### src/rtl/sys_cmd_ctrl.sv
// UART command controller: decodes RF write/read and ALU command frames, drives the
// register file and ALU, and returns results to TX. Optional idle-gap timeout under CMD_TIMEOUT_EN.
module sys_cmd_ctrl #(
    parameter int DATA_WIDTH     = 8,
    parameter int ADDR_WIDTH     = 4,
    parameter int ALU_OUT_WIDTH  = 16,
    parameter int TIMEOUT_CYCLES = 40000
) (
    input  logic                     CLK,
    input  logic                     RST,
    input  logic [DATA_WIDTH-1:0]    RX_P_DATA,
    input  logic                     RX_D_VLD,
    output logic                     RF_WrEn,
    output logic                     RF_RdEn,
    output logic [ADDR_WIDTH-1:0]    RF_Address,
    output logic [DATA_WIDTH-1:0]    RF_WrData,
    input  logic [DATA_WIDTH-1:0]    RF_RdData,
    input  logic                     RF_RdData_VLD,
    output logic                     ALU_EN,
    output logic [3:0]               ALU_FUN,
    input  logic [ALU_OUT_WIDTH-1:0] ALU_OUT,
    input  logic                     ALU_OUT_VLD,
    output logic                     CLK_GATE_EN,
    output logic [DATA_WIDTH-1:0]    TX_P_DATA,
    output logic                     TX_D_VLD,
    input  logic                     TX_BUSY,
    output logic                     CMD_ERROR
);

    // state       | meaning
    // ST_IDLE     | waiting for a command byte
    // ST_WR_ADDR  | RF write: waiting for address
    // ST_WR_DATA  | RF write: waiting for data
    // ST_RD_ADDR  | RF read: waiting for address
    // ST_RD_WAIT  | RF read issued, waiting for read data
    // ST_ALU_A    | waiting for operand A (to RF 0x0)
    // ST_ALU_B    | waiting for operand B (to RF 0x1)
    // ST_ALU_FUN  | waiting for function code
    // ST_ALU_WAIT | ALU running, waiting for result
    // ST_TX_LO    | sending low (or only) response byte
    // ST_TX_HI    | sending high ALU response byte
    typedef enum logic [3:0] {
        ST_IDLE, ST_WR_ADDR, ST_WR_DATA, ST_RD_ADDR, ST_RD_WAIT,
        ST_ALU_A, ST_ALU_B, ST_ALU_FUN, ST_ALU_WAIT, ST_TX_LO, ST_TX_HI
    } state_t;

    localparam logic [DATA_WIDTH-1:0] CMD_WR     = DATA_WIDTH'(8'hAA);
    localparam logic [DATA_WIDTH-1:0] CMD_RD     = DATA_WIDTH'(8'hBB);
    localparam logic [DATA_WIDTH-1:0] CMD_ALU_OP = DATA_WIDTH'(8'hCC);
    localparam logic [DATA_WIDTH-1:0] CMD_ALU    = DATA_WIDTH'(8'hDD);

    state_t                   state_q, state_d;
    logic [ALU_OUT_WIDTH-1:0] resp_q, resp_d;
    logic                     is_alu_q, is_alu_d;
    logic                     wr_en_d, rd_en_d, alu_en_d, gate_d, tx_vld_d, err_d;
    logic [ADDR_WIDTH-1:0]    addr_d;
    logic [DATA_WIDTH-1:0]    wdata_d, tx_data_d;
    logic [3:0]               fun_d;
    logic                     waiting;
    logic                     timeout;

    assign waiting = (state_q == ST_WR_ADDR) || (state_q == ST_WR_DATA) ||
                     (state_q == ST_RD_ADDR) || (state_q == ST_ALU_A)   ||
                     (state_q == ST_ALU_B)   || (state_q == ST_ALU_FUN);

`ifdef CMD_TIMEOUT_EN
    localparam logic [15:0] GAP_LAST = 16'(TIMEOUT_CYCLES - 1);
    logic [15:0] gap_q;

    always_ff @(posedge CLK or posedge RST) begin
        if (RST)                      gap_q <= '0;
        else if (!waiting || RX_D_VLD) gap_q <= '0;
        else                          gap_q <= gap_q + 16'd1;
    end

    // A byte arriving on the last cycle still wins over the timeout.
    assign timeout = waiting && !RX_D_VLD && (gap_q == GAP_LAST);
`else
    assign timeout = 1'b0;
`endif

    always_comb begin
        state_d   = state_q;
        resp_d    = resp_q;
        is_alu_d  = is_alu_q;
        wr_en_d   = 1'b0;
        rd_en_d   = 1'b0;
        tx_vld_d  = 1'b0;
        err_d     = 1'b0;
        addr_d    = RF_Address;
        wdata_d   = RF_WrData;
        alu_en_d  = ALU_EN;
        fun_d     = ALU_FUN;
        gate_d    = CLK_GATE_EN;
        tx_data_d = TX_P_DATA;

        case (state_q)
            ST_IDLE: if (RX_D_VLD) begin
                case (RX_P_DATA)
                    CMD_WR:     state_d = ST_WR_ADDR;
                    CMD_RD:     state_d = ST_RD_ADDR;
                    CMD_ALU_OP: state_d = ST_ALU_A;
                    CMD_ALU:    state_d = ST_ALU_FUN;
                    default:    err_d   = 1'b1;
                endcase
            end
            ST_WR_ADDR: if (RX_D_VLD) begin
                addr_d  = RX_P_DATA[ADDR_WIDTH-1:0];
                state_d = ST_WR_DATA;
            end
            ST_WR_DATA: if (RX_D_VLD) begin
                wr_en_d = 1'b1;
                wdata_d = RX_P_DATA;
                state_d = ST_IDLE;
            end
            ST_RD_ADDR: if (RX_D_VLD) begin
                rd_en_d  = 1'b1;
                addr_d   = RX_P_DATA[ADDR_WIDTH-1:0];
                is_alu_d = 1'b0;
                state_d  = ST_RD_WAIT;
            end
            ST_RD_WAIT: if (RF_RdData_VLD) begin
                resp_d  = ALU_OUT_WIDTH'(RF_RdData);
                state_d = ST_TX_LO;
            end
            ST_ALU_A: if (RX_D_VLD) begin
                wr_en_d = 1'b1;
                addr_d  = '0;
                wdata_d = RX_P_DATA;
                state_d = ST_ALU_B;
            end
            ST_ALU_B: if (RX_D_VLD) begin
                wr_en_d = 1'b1;
                addr_d  = ADDR_WIDTH'(1);
                wdata_d = RX_P_DATA;
                state_d = ST_ALU_FUN;
            end
            ST_ALU_FUN: if (RX_D_VLD) begin
                alu_en_d = 1'b1;
                gate_d   = 1'b1;
                fun_d    = RX_P_DATA[3:0];
                is_alu_d = 1'b1;
                state_d  = ST_ALU_WAIT;
            end
            ST_ALU_WAIT: if (ALU_OUT_VLD) begin
                resp_d   = ALU_OUT;
                alu_en_d = 1'b0;
                gate_d   = 1'b0;
                state_d  = ST_TX_LO;
            end
            // The !TX_D_VLD guard keeps back-to-back TX writes two cycles apart.
            ST_TX_LO: if (!TX_BUSY && !TX_D_VLD) begin
                tx_vld_d  = 1'b1;
                tx_data_d = resp_q[DATA_WIDTH-1:0];
                state_d   = is_alu_q ? ST_TX_HI : ST_IDLE;
            end
            ST_TX_HI: if (!TX_BUSY && !TX_D_VLD) begin
                tx_vld_d  = 1'b1;
                tx_data_d = resp_q[ALU_OUT_WIDTH-1:DATA_WIDTH];
                state_d   = ST_IDLE;
            end
            default: state_d = ST_IDLE;
        endcase

        if (timeout) begin
            state_d = ST_IDLE;
            err_d   = 1'b1;
        end
    end

    always_ff @(posedge CLK or posedge RST) begin
        if (RST) begin
            state_q     <= ST_IDLE;
            resp_q      <= '0;
            is_alu_q    <= 1'b0;
            RF_WrEn     <= 1'b0;
            RF_RdEn     <= 1'b0;
            RF_Address  <= '0;
            RF_WrData   <= '0;
            ALU_EN      <= 1'b0;
            ALU_FUN     <= '0;
            CLK_GATE_EN <= 1'b0;
            TX_P_DATA   <= '0;
            TX_D_VLD    <= 1'b0;
            CMD_ERROR   <= 1'b0;
        end else begin
            state_q     <= state_d;
            resp_q      <= resp_d;
            is_alu_q    <= is_alu_d;
            RF_WrEn     <= wr_en_d;
            RF_RdEn     <= rd_en_d;
            RF_Address  <= addr_d;
            RF_WrData   <= wdata_d;
            ALU_EN      <= alu_en_d;
            ALU_FUN     <= fun_d;
            CLK_GATE_EN <= gate_d;
            TX_P_DATA   <= tx_data_d;
            TX_D_VLD    <= tx_vld_d;
            CMD_ERROR   <= err_d;
        end
    end

endmodule

### config.mk
export PLATFORM = sky130hd
export DESIGN_NAME = sys_cmd_ctrl
export DESIGN_NICKNAME = d
export VERILOG_FILES = /design/src/rtl/sys_cmd_ctrl.sv
export SDC_FILE = /design/constraint.sdc
export NUM_CORES = 1
export LEC_CHECK = 0
export BUFFER_PORTS_ARGS = -buffer_cell sky130_fd_sc_hd__buf_2
export CAP_MARGIN = 10
export CELL_PAD_IN_SITES_DETAIL_PLACEMENT = 2
export CELL_PAD_IN_SITES_GLOBAL_PLACEMENT = 2
export CORE_MARGIN = 2
export CORE_UTILIZATION = 34
export DETAILED_ROUTE_END_ITERATION = 6
export GPL_ROUTABILITY_DRIVEN = 0
export PLACE_DENSITY = 0.81
export REMOVE_ABC_BUFFERS = 1
export SYNTH_ARGS = -nofsm -noshare
export SYNTH_HDL_FRONTEND = slang
export SYNTH_SLANG_ARGS = --single-unit
### constraint.sdc
create_clock -name CLK -period 3.3 [get_ports CLK]
set_input_delay 0.165 -clock CLK [delete_from_list [all_inputs] [get_ports CLK]]
set_output_delay 0.165 -clock CLK [all_outputs]
set_load 0.02 [all_outputs]
==> results.ini <==
[status]
outcome=finished clean

[finish]
antenna_cells=0
final_common_cell=buf_2
fin_nets=327
drive_gt1_share_pct=33.4
final_cell_mix=buf_2, dfrtp_1, nand2_1, o21ai_0
finalInstanceArea_um2=2840
fillCellCount=765
syn_to_final_growth_pct=18.9
fin_cells=386

[synthesis]
ys_seq_elements=50
synth_cells=227
netlist_area_um2=2390
seq_area_frac_synth_pct=52.4
async_flop_share_pct=100
synth_edf_count=0
synth_cell_type_count=43
yosys_warnings=0
synth_ff_type=dfrtp_1
synth.avg_cell_area_um2=10.5

[route]
wirelength_mm=6.09
drt_iter0_markers=37
drt-vias-per-instance=4.91
vias=1897
post_drt_wl_per_cell_um=15.8
ant_nets=0
route.detailed.drc=0
firstDrtPassIters=4

[floorplanning]
dieArea_um2=7710
die_h_um=87.8
ios=68
fp.dieW_um=87.8
initial_core_util_pct=35.2
rows=30
coreArea_um2=6790

[global_route]
grt_pass1_vias=2037
grt_max_degree=51
track_usage_pct=17.3
grt_pass1_wl_mm=10.2
overflow=0
antenna_found_initial=0

[worst_setup_path]
end_kind=register
crit_path_cell_trace=nor2_1 > and3_1 > mux2i_1 > a21oi_1
r2r_start=state_q[0]
crit_family=simple AND/OR/NAND/NOR gates
worst-setup-path-type=register to register
worst-r2r-setup-slack_ps=1260
slowest_delay_ps=700
r2r-end=resp_q[7]
reg2reg_depth=4
crit_required_ps=3480
cp_slowest_cell=and3_1
cp-start-kind=register
crit_arrival_ps=2220
crit_fanout=18
critPathBufInv=0

[placed_design]
postPlaceCellArea_um2=2750
placedCellCount=378
port_buffers=67
dp_hpwl_mm=4.53

[power]
power_per_cell_area_nw_per_um2=886
ir_worst_vdd_uv=368
leakage_uw=0.00135

[worst_hold_path]
hold_end=resp_q[13]
holdCritStartpoint=ALU_OUT[13]
whs_path_depth=3
hp-class=input port to register

[sta]
finalMaxSlewViolations=0
period_needed_ps=2040
relSlewSlack_pct=29.4
rsz0062_at_grt=no
max_freq_mhz=489
period_share_pct=61.9
hold_viol_final=0
setup_viol=0
timing.hold.ws_ps=84.8
tns_ps=0
fin_worst_skew_ps=7.82
tightest_slew_ps=1060

[clock_network]
clock-sinks=50
cts_max_level=2
path_clk_slew_ps=100
clk_path_buf_depth=2
cts_setup_buffers=0
post_cts_resized=0
cts_inserted_buffers=5
worstSkewPairLatency_ps=310
clockRootBuffer=clkbuf_8
cts_tree=built
cts_hold_buf=0

[flow_run]
cap_violations=0

[final cells by class]
cell class	count	area (um2)	area share, %
flip-flops and latches	50	1250	44.0
multi-input cells	151	983	34.6
repair buffers	68	343	12.1
well taps	96	120	4.23
clock buffers	6	82.6	2.91
inverters	13	48.8	1.72
clock inverters	2	12.5	0.440
[cell usage after synthesis, types with 2 or more instances]
cell	n	area, um2
dfrtp_1	50	1250
nand2_1	23	86.3
o21ai_0	22	110
mux2i_1	16	160
nor2_1	16	60.1
inv_1	13	48.8
nand3_1	13	65.1
mux2_2	12	135
a21oi_1	9	45.0
buf_2	5	25.0
buf_6	4	45.0
buf_4	3	22.5
nor3_1	3	15.0
xnor2_1	3	26.3
a21boi_0	2	15.0
and2b_1	2	15.0
nand2b_1	2	12.5
nor3b_1	2	15.0
nor4_1	2	12.5
o21ai_1	2	10.0
[registers in the layout, indices dropped and copies added (netlist names)]
register,cells
resp_q,16
RF_WrData,8
TX_P_DATA,8
ALU_FUN,4
RF_Address,4
state_q,4
CLK_GATE_EN,1
CMD_ERROR,1
RF_RdEn,1
RF_WrEn,1
TX_D_VLD,1
is_alu_q,1
[logic make-up after synthesis]
logic type	after synthesis	synth area share, %
and+or+nand+nor	72	15.1
DFF	50	52.4
AOI/OAI and AO/OA	47	12.2
muxes	28	12.4
buffers and inverters	26	6.49
xor gates and xnor gates	4	1.47
[worst max-delay path by stage]
| stage | startpoint | cells after the start | slack [ps] | to |
|---|---|---|---|---|
| 2_1_floorplan | state_q[0] | 4 | 1580 | resp_q[0] |
| 3_3_place_gp | state_q[0] | 4 | 1310 | resp_q[7] |
| 3_5_place_dp | state_q[0] | 4 | 1230 | resp_q[7] |
| 4_1_cts | state_q[0] | 4 | 1210 | resp_q[7] |
| 5_1_grt | state_q[0] | 4 | 1030 | TX_P_DATA[7] |
| 6_report | state_q[0] | 4 | 1260 | resp_q[7] |
[where the power goes]
part | total [uW] | internal (uW) | switching (uW)
registers | 1080 | 864 | 216
logic | 1060 | 421 | 639
clock network | 378 | 169 | 209
total | 2520 | 1450 | 1060
[worst min-delay path: cells and delay by family]
| family | cells | cell delay [ps] |
|---|---|---|
| AOI/OAI and AO/OA | 1 | 70 |
| buffers and inverters | 1 | 80 |
| and+or+nand+nor | 1 | 50 |
[per-layer routing]
| layer | up-vias | track usage (%) | routed length (um) |
|---|---|---|---|
| met5 | - | 0 | 0 |
| met4 | 0 | 3.78 | 48 |
| li1 | 899 | - | - |
| met1 | 939 | 22.1 | 2630 |
| met2 | 53 | 30.2 | 3110 |
| met3 | 6 | 3.49 | 295 |
[per-stage QoR]
stage,total power [uW],setup slack (ps),util (%)
final,2520,1260,41.8
after global routing,2740,1030,41.8
after CTS,2570,1210,41.8
after detailed placement,2180,1230,40.4
after global placement,2120,1310,40.4
after floorplan,1790,1580,-
Note: power is estimated with default switching activity, not from simulation.
